<file path="src/rtl/perceptron_pkg.sv">
// Shared types and geometry for the perceptron predictor training path.
package perceptron_pkg;

    localparam int GHR_WIDTH        = 16;
    localparam int WEIGHT_NUM       = GHR_WIDTH + 1;
    localparam int WEIGHT_ENTRY_NUM = 32;
    localparam int IDX_W            = $clog2(WEIGHT_ENTRY_NUM);
    localparam int WEIGHT_W         = 8;
    localparam int SUM_W            = 13;
    localparam int THETA            = 44;
    localparam int ROW_W            = WEIGHT_NUM * WEIGHT_W;

    typedef logic signed [WEIGHT_W-1:0] weight_t;

    typedef struct packed {
        logic [IDX_W-1:0]        idx;
        logic [GHR_WIDTH-1:0]    ghr;
        logic signed [SUM_W-1:0] sum;
        logic                    outcome;
    } train_rec_t;

    typedef enum logic [1:0] {IDLE, RD, WR} state_t;

    localparam weight_t W_MAX = weight_t'({1'b0, {(WEIGHT_W-1){1'b1}}});
    localparam weight_t W_MIN = weight_t'({1'b1, {(WEIGHT_W-1){1'b0}}});

    // One saturating +/-1 step on a signed weight.
    function automatic weight_t sat_step(weight_t w, logic inc);
        if (inc)
            return (w == W_MAX) ? w : weight_t'(w + weight_t'(1));
        else
            return (w == W_MIN) ? w : weight_t'(w - weight_t'(1));
    endfunction

endpackage

</file>
<file path="src/rtl/perceptron_train_fifo.sv">
// Small in-order queue of resolved-branch records awaiting training.
module perceptron_train_fifo
    import perceptron_pkg::*;
#(
    parameter int DEPTH = 4
) (
    input  logic       clk,
    input  logic       rst_n,
    input  logic       push,
    input  train_rec_t push_rec,
    input  logic       pop,
    output train_rec_t head,
    output logic       full,
    output logic       empty
);

    localparam int PTR_W = $clog2(DEPTH);

    train_rec_t         mem [DEPTH];
    logic [PTR_W-1:0]   wr_ptr, rd_ptr;
    logic [PTR_W:0]     count;
    logic               do_push, do_pop;

    assign full    = (count == (PTR_W+1)'(DEPTH));
    assign empty   = (count == '0);
    assign do_push = push && !full;
    assign do_pop  = pop && !empty;
    assign head    = mem[rd_ptr];

    always_ff @(posedge clk or negedge rst_n) begin
        if (!rst_n) begin
            wr_ptr <= '0;
            rd_ptr <= '0;
            count  <= '0;
        end else begin
            if (do_push) wr_ptr <= wr_ptr + 1'b1;
            if (do_pop)  rd_ptr <= rd_ptr + 1'b1;
            unique case ({do_push, do_pop})
                2'b10:   count <= count + 1'b1;
                2'b01:   count <= count - 1'b1;
                default: count <= count;
            endcase
        end
    end

    // Storage needs no reset; occupancy alone decides what is valid.
    always_ff @(posedge clk) begin
        if (do_push) mem[wr_ptr] <= push_rec;
    end

endmodule

</file>
<file path="src/rtl/perceptron_train_ctrl.sv">
// Read-modify-write training sequencer for the perceptron weight array.
// Optional PERCEPTRON_TRAIN_STATS_EN adds saturating train/skip counters.
module perceptron_train_ctrl
    import perceptron_pkg::*;
#(
    parameter int FIFO_DEPTH = 4
) (
    input  logic                    clk,
    input  logic                    rst_n,
    input  logic                    res_valid,
    output logic                    res_ready,
    input  logic [IDX_W-1:0]        res_idx,
    input  logic [GHR_WIDTH-1:0]    res_ghr,
    input  logic signed [SUM_W-1:0] res_sum,
    input  logic                    res_outcome,
    input  logic                    lookup_valid,
    output logic                    arr_rd_en,
    output logic [IDX_W-1:0]        arr_rd_idx,
    input  logic [ROW_W-1:0]        arr_rd_data,
    output logic                    arr_wr_en,
    output logic [IDX_W-1:0]        arr_wr_idx,
    output logic [ROW_W-1:0]        arr_wr_data,
    output logic                    busy,
    output logic [15:0]             train_cnt,
    output logic [15:0]             skip_cnt
);

    train_rec_t push_rec, head;
    logic       fifo_full, fifo_empty, head_valid, pop;

    assign push_rec = '{idx: res_idx, ghr: res_ghr, sum: res_sum, outcome: res_outcome};

    perceptron_train_fifo #(.DEPTH(FIFO_DEPTH)) u_fifo (
        .clk      (clk),
        .rst_n    (rst_n),
        .push     (res_valid),
        .push_rec (push_rec),
        .pop      (pop),
        .head     (head),
        .full     (fifo_full),
        .empty    (fifo_empty)
    );

    assign res_ready  = !fifo_full;
    assign head_valid = !fifo_empty;

    // Magnitude needs one extra bit so the most negative sum stays positive.
    logic signed [SUM_W:0] sum_ext, sum_abs;
    logic                  pred, train;

    assign sum_ext = {head.sum[SUM_W-1], head.sum};
    assign sum_abs = sum_ext[SUM_W] ? -sum_ext : sum_ext;
    assign pred    = !head.sum[SUM_W-1];
    assign train   = (pred != head.outcome) || (sum_abs <= (SUM_W+1)'(THETA));

    // x0 is the constant bias input; xi follows the history snapshot.
    logic [WEIGHT_NUM-1:0] x_bits;
    logic [ROW_W-1:0]      row_upd, row_q;

    assign x_bits = {head.ghr, 1'b1};

    for (genvar i = 0; i < WEIGHT_NUM; i++) begin : g_upd
        assign row_upd[i*WEIGHT_W +: WEIGHT_W] =
            sat_step(weight_t'(arr_rd_data[i*WEIGHT_W +: WEIGHT_W]), x_bits[i] == head.outcome);
    end

    state_t state, state_nxt;
    logic   rd_go, wr_go, skip;

    always_ff @(posedge clk or negedge rst_n) begin
        if (!rst_n) begin
            state <= IDLE;
            row_q <= '0;
        end else begin
            state <= state_nxt;
            if (state == RD) row_q <= row_upd;
        end
    end

    // Head stays in the FIFO until its write retires, so it remains stable across RD/WR.
    always_comb begin
        state_nxt = state;
        rd_go     = 1'b0;
        wr_go     = 1'b0;
        skip      = 1'b0;
        unique case (state)
            IDLE: begin
                if (head_valid) begin
                    if (!train) begin
                        skip = 1'b1;
                    end else if (!lookup_valid) begin
                        rd_go     = 1'b1;
                        state_nxt = RD;
                    end
                end
            end
            RD: state_nxt = WR;
            WR: begin
                if (!lookup_valid) begin
                    wr_go     = 1'b1;
                    state_nxt = IDLE;
                end
            end
            default: state_nxt = IDLE;
        endcase
    end

    assign pop         = skip || wr_go;
    assign arr_rd_en   = rd_go;
    assign arr_rd_idx  = rd_go ? head.idx : '0;
    assign arr_wr_en   = wr_go;
    assign arr_wr_idx  = wr_go ? head.idx : '0;
    assign arr_wr_data = wr_go ? row_q : '0;
    assign busy        = head_valid || (state != IDLE);

`ifdef PERCEPTRON_TRAIN_STATS_EN
    logic [15:0] train_q, skip_q;

    always_ff @(posedge clk or negedge rst_n) begin
        if (!rst_n) begin
            train_q <= '0;
            skip_q  <= '0;
        end else begin
            if (wr_go && train_q != 16'hFFFF) train_q <= train_q + 1'b1;
            if (skip  && skip_q  != 16'hFFFF) skip_q  <= skip_q + 1'b1;
        end
    end

    assign train_cnt = train_q;
    assign skip_cnt  = skip_q;
`else
    assign train_cnt = '0;
    assign skip_cnt  = '0;
`endif

endmodule
</file>
<file path="config.mk">
export PLATFORM = sky130hd
export DESIGN_NAME = perceptron_train_ctrl
export DESIGN_NICKNAME = d
export VERILOG_FILES = /design/src/rtl/perceptron_pkg.sv /design/src/rtl/perceptron_train_fifo.sv /design/src/rtl/perceptron_train_ctrl.sv
export SDC_FILE = /design/constraint.sdc
export NUM_CORES = 1
export LEC_CHECK = 0
export BUFFER_PORTS_ARGS = -buffer_cell sky130_fd_sc_hd__buf_2
export CAP_MARGIN = 20
export CORE_AREA = 2 2 233 212
export CTS_CLUSTER_SIZE = 14
export DETAILED_ROUTE_END_ITERATION = 12
export DIE_AREA = 0 0 235 214
export HOLD_SLACK_MARGIN = 0.1
export SLEW_MARGIN = 20
export SYNTH_ARGS = -nofsm -noshare
export SYNTH_HDL_FRONTEND = slang
export SYNTH_SLANG_ARGS = --single-unit
</file>
<file path="constraint.sdc">
create_clock -name clk -period 5.1 [get_ports clk]
set_input_delay 1.53 -clock clk [delete_from_list [all_inputs] [get_ports clk]]
set_output_delay 1.53 -clock clk [all_outputs]
set_load 0.01 [all_outputs]
</file>
==> results.md, run 1 <==
* Port Buffers at about 320
* Worst Max-Slew Pin Slew at ~1.0 ns
* Routed WL per cell at approximately 17 µm
* Post-DP HPWL at 36.2 mm
* CTS H-tree depth at 2
* Fill cell count at about 4600
* RePlAce Congestion at approximately 0.94
* Commonest non-fill, non-tap cell in the layout: buf_2
* Clock-pin slew on the worst setup and hold paths at approximately 0.06 ns
* Outcome: finished with violations
* Total number of vias at approximately 16000
* Synth Flop Type: dfrtp_1
* Largest family of logic cells by synthesized area: simple AND/OR/NAND/NOR gates
* Syn Area/Cell at 9.39 µm²
* Vias in the first global route at 14884
* Synth Area in Compound Gates at between 10% and 20%
* Initial core utilization at around two fifths
* TritonCTS clock tree: built
* CP Data Arrival Time at 3.79 ns
* Synthesized flop and latch total at around 290
* DR DRC count at 0
* Share of layout cells above drive strength 1 at between 20% and 30%
* Crit path time final at approximately 5.3 ns
* CTS Buf Count at 35
* Grt ovf at 0
* First drt pass iteration count at 5
* GRT Total Usage at roughly 19%
* Non-Filler Instances at 2906
* Worst setup EP type: primary output
* Die height at around 210 µm
* F_max at 0.188 GHz
* Die Area at 50300 µm²
* Worst-case clock buffer depth at 3
* Yosys warnings at 0
* Commonest non-fill, non-tap cells in the layout: buf_2, nand2_1, and2_1
* Final hold vios at 0
* Post-synthesis mux area share at between 5 and 6%
* Distinct cells, synth at just over 80
* Die X at 235 µm
* Io pins at roughly 360
* Asr flop ratio synth at 50.9%
* Pin count of the biggest net entering global routing at ~130
* Failing checks: setup timing
* P&R area growth vs syn at 18.2%
* FF/Latch Area at 7840 µm²
* Routed vias/inst at 5.40
* Clock latency at the later pin of the worst-skew pair at ~0.55 ns
* Synth Area in Simple Gates at 22.6%
* Seq/Total Area, Yosys at 42.4%
* Mapped Cells at around 2000
* Clock tree sinks at about 290
* Peak supply drop at around 0.00027 V
* Crit Path Category: reg2out
* Setup ws final at -0.223 ns
* Final setup viols at 6
* Final nets at approximately 2500
* Total wire length at 50.0 mm
* Dpl ws at approximately 0.057 ns
* Power consumption at between 10 and 15 mW
* Max Cap Violations at 0
* Remaining antenna violation count at 0
* Cell Area, Synth at roughly 18000 µm²
* Skew final at between 0.02 and 0.025 ns
* Dpl cell area at about 20000 µm²
* DRT iter0 DRCs at roughly 1000
* Period Utilization, post-route at 104%
* Slew Viols, Final at 0
* Initial antenna violation count at 17
* Number of flops mapped to enable cells by yosys at 140
* Lkg Pwr at approximately 9.4 nW
* Cell Pwr Density at around 540 nW/µm²
* Design area at around 22000 µm²
* Core area at 47600 µm²
* CP Max Fanout at 6
* Hold Path Class: reg2reg
* Worst path required time at roughly 3.6 ns
* Max-Slew Margin vs Limit at a little under a third
* Footprint of the multi-input gates at a little under 10000 µm²
* RSZ-0062 raised after global routing: true
* XOR/XNOR Fraction of Synth Area at under 10%
* Global-route wire length before repair at 79.7 mm
* Adder-Cell Fraction of Synth Area at approximately 4%
* Row count at 76
* Crit path launch type: flop
* Placed Cells at 2823
* CTS Root Cell: clkbuf_16
path summary, 6_finish.rpt:
path / startpoint / end / slack, ns / cells after the start
setup / recovery: u_fifo.rd_ptr[0] / arr_rd_idx[0] / -0.22 / 11
hold / removal: row_q[113] / row_q[113] / 0.47 / 2
setup reg to reg: u_fifo.rd_ptr[0] / u_fifo.count[2] / 1.15 / 16
hold reg to reg: row_q[113] / row_q[113] / 0.47 / 2
max in group asynchronous: rst_n / u_fifo.rd_ptr[1] / 3.18 / 2
min in group asynchronous: rst_n / row_q[8] / 1.00 / 1
report_power, final:
part | total (mW) | switching, mW | internal (mW)
clock | 2.62 | 1.03 | 1.60
combinational | 5.50 | 3.38 | 2.12
sequential | 3.63 | 0.398 | 3.24
critical path, cell delays in order, from the launching register on:
cell and delay [ns]:
dfrtp_2 0.44, mux4_2 0.55, inv_2 0.09, ha_4 0.16, or4b_4 0.48, nand3_2 0.08
a32o_1 0.16, a31oi_1 0.10, or4_4 0.52, a211oi_4 0.35, and2_1 0.18, buf_2 0.13
Yosys cell counts (58+ instances only):
cell      count  area (µm²)
nand3_1      58         290
edfxtp_1    140        4200
clkbuf_1     95         357
inv_1        64         240
nand2_1     231         867
xor2_1       60         526
a21oi_1      92         460
dfrtp_1     145        3630
nor3_1       63         315
nor2_1      131         492
and2_1      149         932
o21ai_0     140         701
through the flow:
step / hold WS, ns / utilization (%) / setup TNS (ns)
after CTS: 0.475 / 45.7 / -1.59
after detailed placement: 0.457 / 43.0 / 0
after global placement: 0.452 / 43.0 / 0
final: 0.470 / 45.8 / -1.20
after floorplan: 0.435 / - / 0
after global routing: 0.496 / 45.8 / -1.89
state kept, by name (all words and copies together), names as in the netlist:
register and cells:
u_fifo.count 3, state 2, u_fifo.wr_ptr 2, u_fifo.rd_ptr 2
u_fifo.mem 140, row_q 136
logic make-up after synthesis:
| family | count (synthesis) |
|---|---|
| buffers and inverters | 207 |
| adder cells (fa/ha/maj) | 58 |
| XOR/XNOR | 116 |
| flip-flops | 285 |
| other | 1 |
| AND/OR/NAND/NOR | 808 |
| AO/OA/AOI/OAI | 438 |
| multiplexers | 54 |
final cells by class:
class	count	area share (%)
antenna	13	0.149
clock buffer	44	4.36
clock inverter	19	1.18
inverter	64	1.10
multi-input combinational	1506	45.1
sequential	285	35.9
tap	624	3.58
timing repair buffer	351	8.64
timing repair:
item / in CTS / in global routing
buffers inserted: 4 / 2
pin swaps: 7 / 7
resized for setup: 10 / 2
gates cloned: 0 / 1
hold buffers: 0 / 0
endpoints found under the setup margin: 6 / 6
metal layers:
layer / wire length, µm / global-route usage (%) / part of all wire (%) / vias up
met5: 65 / 0 / 0.13 / -
met1: 22900 / 26.4 / 46 / 7515
met2: 22800 / 30.6 / 46 / 446
li1: - / - / - / 7651
met4: 987 / 5.59 / 2.0 / 10
met3: 3300 / 4.46 / 6.6 / 71
No activity file was read; power rests on OpenSTA's default activity.
==> run 2: changes to the inputs <==
==> constraint.sdc (replaced) <==
create_clock -name clk -period 5.1 [get_ports clk]
set_input_delay 1.02 -clock clk [delete_from_list [all_inputs] [get_ports clk]]
set_output_delay 1.02 -clock clk [all_outputs]
set_load 0.01 [all_outputs]
==> results.md, run 2 (synthesis gave the netlist of run 1 again) <==
* Outcome: finished, final reports clean
* NetSw at 4.83 mW (+0.61%)
* CP Max Fanout at 23 (+17)
* Non-Filler Instances at 2899 (-0.24%)
* Slowest cell on crit path: or4_4
* Worst-case clock buffer depth at 3 (unchanged)
* Slew Viols, Final at 0 (unchanged)
* Critical path, cell by cell: buf_4, buf_6, mux4_1, nor4_4, a21boi_1, xnor2_1, a31oi_1, or4_4, a211oi_4, and2_1, buf_2
* Pin count of the biggest net entering global routing at 142 (+11%)
* DRT iter0 DRCs at 1154 (+13%)
* Sequential Power Share at 30.2% (-0.7 points)
* FF/Latch Area at 7840 µm² (unchanged)
* CTS Root Cell: clkbuf_16
* Worst setup EP type: primary output
* Share of layout cells above drive strength 1 at 20.7% (-0.087 points)
* TritonCTS clock tree: built
* Lkg Pwr at 9.34 nW (-0.27%)
* Largest register FFs at 140 (unchanged)
* Footprint of the multi-input gates at 9830 µm² (-0.11%)
* Global-route wire length before repair at 81.5 mm (+2.2%)
* Row count at 76 (unchanged)
* Placed Cells at 2822 (-0.035%)
* Grt ovf at 0 (unchanged)
* Port Buffers at 324 (unchanged)
* Period Utilization, post-route at 95.5% (-8.9 points)
* Die X at 235 µm (unchanged)
* Initial core utilization at 38.8% (unchanged)
* Clock tree sinks at 285 (unchanged)
* Largest stage delay, worst path at 0.54 ns (about the same)
* Sum Neg Setup Slack at 0 ns (+1.20 ns)
* Switching share of total power at 40.9% (about the same)
* Commonest non-fill, non-tap cell in the layout: buf_2
* Cell Pwr Density at 542 nW/µm² (+0.72%)
* Peak supply drop at 0.000237 V (-12%)
* CTS H-tree depth at 2 (unchanged)
* Remaining antenna violation count at 0 (unchanged)
* Max Cap Violations at 0 (unchanged)
* Max-Slew Margin vs Limit at 35.2% (+5.0 points)
* F_max at 0.205 GHz (+9.3%)
* Combinational Power Share at 46.8% (about the same)
* FF-to-FF setup slack at 1.23 ns (+0.08 ns)
* Fill cell count at 4613 (+0.54%)
* Vias in the first global route at 15136 (+1.7%)
* Worst path required time at 4.08 ns (+0.51 ns)
* CTS Buf Count at 35 (unchanged)
* Final nets at 2470 (-0.24%)
* Biggest regs: u_fifo.mem x140, row_q x136, u_fifo.count x3
* Total wire length at 50.5 mm (+1.0%)
* Worst r2r src: u_fifo.rd_ptr[1]
* Crit path launch type: flop
* Total number of vias at 15797 (+0.66%)
* First drt pass iteration count at 5 (unchanged)
* P&R area growth vs syn at 18.0%
* DR DRC count at 0 (unchanged)
* CP Data Arrival Time at 3.85 ns (+0.06 ns)
* RePlAce Congestion at 0.900 (-4.1%)
* Die Area at 50300 µm² (unchanged)
* Clock latency at the later pin of the worst-skew pair at 0.56 ns (about the same)
* Skew final at 0.0166 ns (-0.00578 ns)
* Reg with most FFs: u_fifo.mem
* Commonest non-fill, non-tap cells in the layout: buf_2, nand2_1, and2_1
* Clock-pin slew on the worst setup and hold paths at 0.06 ns (about the same)
* RSZ-0062 raised after global routing: false
* Crit Path Category: reg2out
* Final setup viols at 0 (-6)
* Crit path time final at 4.87 ns (-0.453 ns)
* Clock power frac at 23.0% (+0.7 points)
* Die height at 214 µm (unchanged)
* Routed vias/inst at 5.45 (+0.91%)
* Io pins at 357 (unchanged)
* Hold Path Class: reg2reg
* Worst Max-Slew Pin Slew at 0.972 ns (-0.0713 ns)
* GRT Total Usage at 19.6% (+0.31 points)
* HP Start: row_q[25]
* Initial antenna violation count at 18 (+1)
* CP startpoint: u_fifo.rd_ptr[1]
* Cell-internal power at 6.98 mW (+0.50%)
* Core area at 47600 µm² (unchanged)
* Final hold vios at 0 (unchanged)
* Post-DP HPWL at 35.8 mm (-1.0%)
* Routed WL per cell at 17.4 µm (+1.3%)
-- run 2: cell types whose count changed in the layout (fill, tap and decap cells not counted), sizes merged --
cell,before,now
inv,69,67
bufinv,5,6
diode,13,11
clkinvlp,0,3
clkinv,9,11
buf,350,345
clkbuf,45,41
-- run 2: repair_timing --
| action | 4_1_cts | 5_1_grt |
|---|---|---|
| setup endpoints to repair | 5 | 6 |
| hold buffers | 0 | 0 |
| resized for setup | 2 | 7 |
| pin swaps | 1 | 3 |
| buffers inserted | 2 | 0 |
-- run 2: through the flow --
step / hold slack [ns] / power (mW) / setup slack (ns) / util [%] / cell area (µm²)
3_3_place_gp: 0.452 / 9.00 / 0.624 / 43.0 / 20500
4_1_cts: 0.475 / 11.9 / 0.0150 / 45.6 / 21700
3_5_place_dp: 0.462 / 9.13 / 0.592 / 43.0 / 20500
6_report: 0.470 / 11.8 / 0.229 / 45.7 / 21800
5_1_grt: 0.488 / 12.7 / 0.0115 / 45.7 / 21800
2_1_floorplan: 0.435 / 7.55 / 0.835 / - / 18600
-- run 2: critical path: cells and delay by family (launching register included) --
kind	cells	cell delay (ns)
compound gates	3	0.56
xor+xnor	1	0.18
buf+inv	3	0.70
flops	1	0.38
mux	1	0.45
simple gates	3	1.01
-- run 2: final timing paths --
kind                                         to  depth (start not counted)
worst max-delay path              arr_rd_idx[1]                         11
worst min-delay path                  row_q[25]                          1
worst max register to register  u_fifo.count[1]                         13
worst min register to register        row_q[25]                          1
max in group asynchronous             row_q[52]                          2
min in group asynchronous            row_q[122]                          1
-- run 2: layer usage --
layer / track usage [%] / vias up / wire length (µm)
met2: 30.8 / 508 / 23000
met1: 26.8 / 7550 / 22800
li1: - / 7635 / -
met3: 4.28 / 90 / 3300
met4: 6.81 / 14 / 1250
met5: 0 / - / 103
-- run 2: power by group through the flow --
stage	Combinational [mW]	Clock, mW	Sequential (mW)
after CTS	5.55	2.80	3.57
after global routing	6.21	2.88	3.66
after detailed placement	5.52	0	3.62
final	5.54	2.72	3.57
after floorplan	4.08	0	3.47
after global placement	5.42	0	3.58
-- run 2: layout make-up --
cell class / instances / area share, %
antenna: 11 / 0.126
timing repair buffer: 345 / 8.36
tap: 624 / 3.58
inverter: 64 / 1.10
clock buffer: 41 / 4.31
multi-input combinational: 1506 / 45.1
clock inverter: 23 / 1.42
sequential: 285 / 36.0
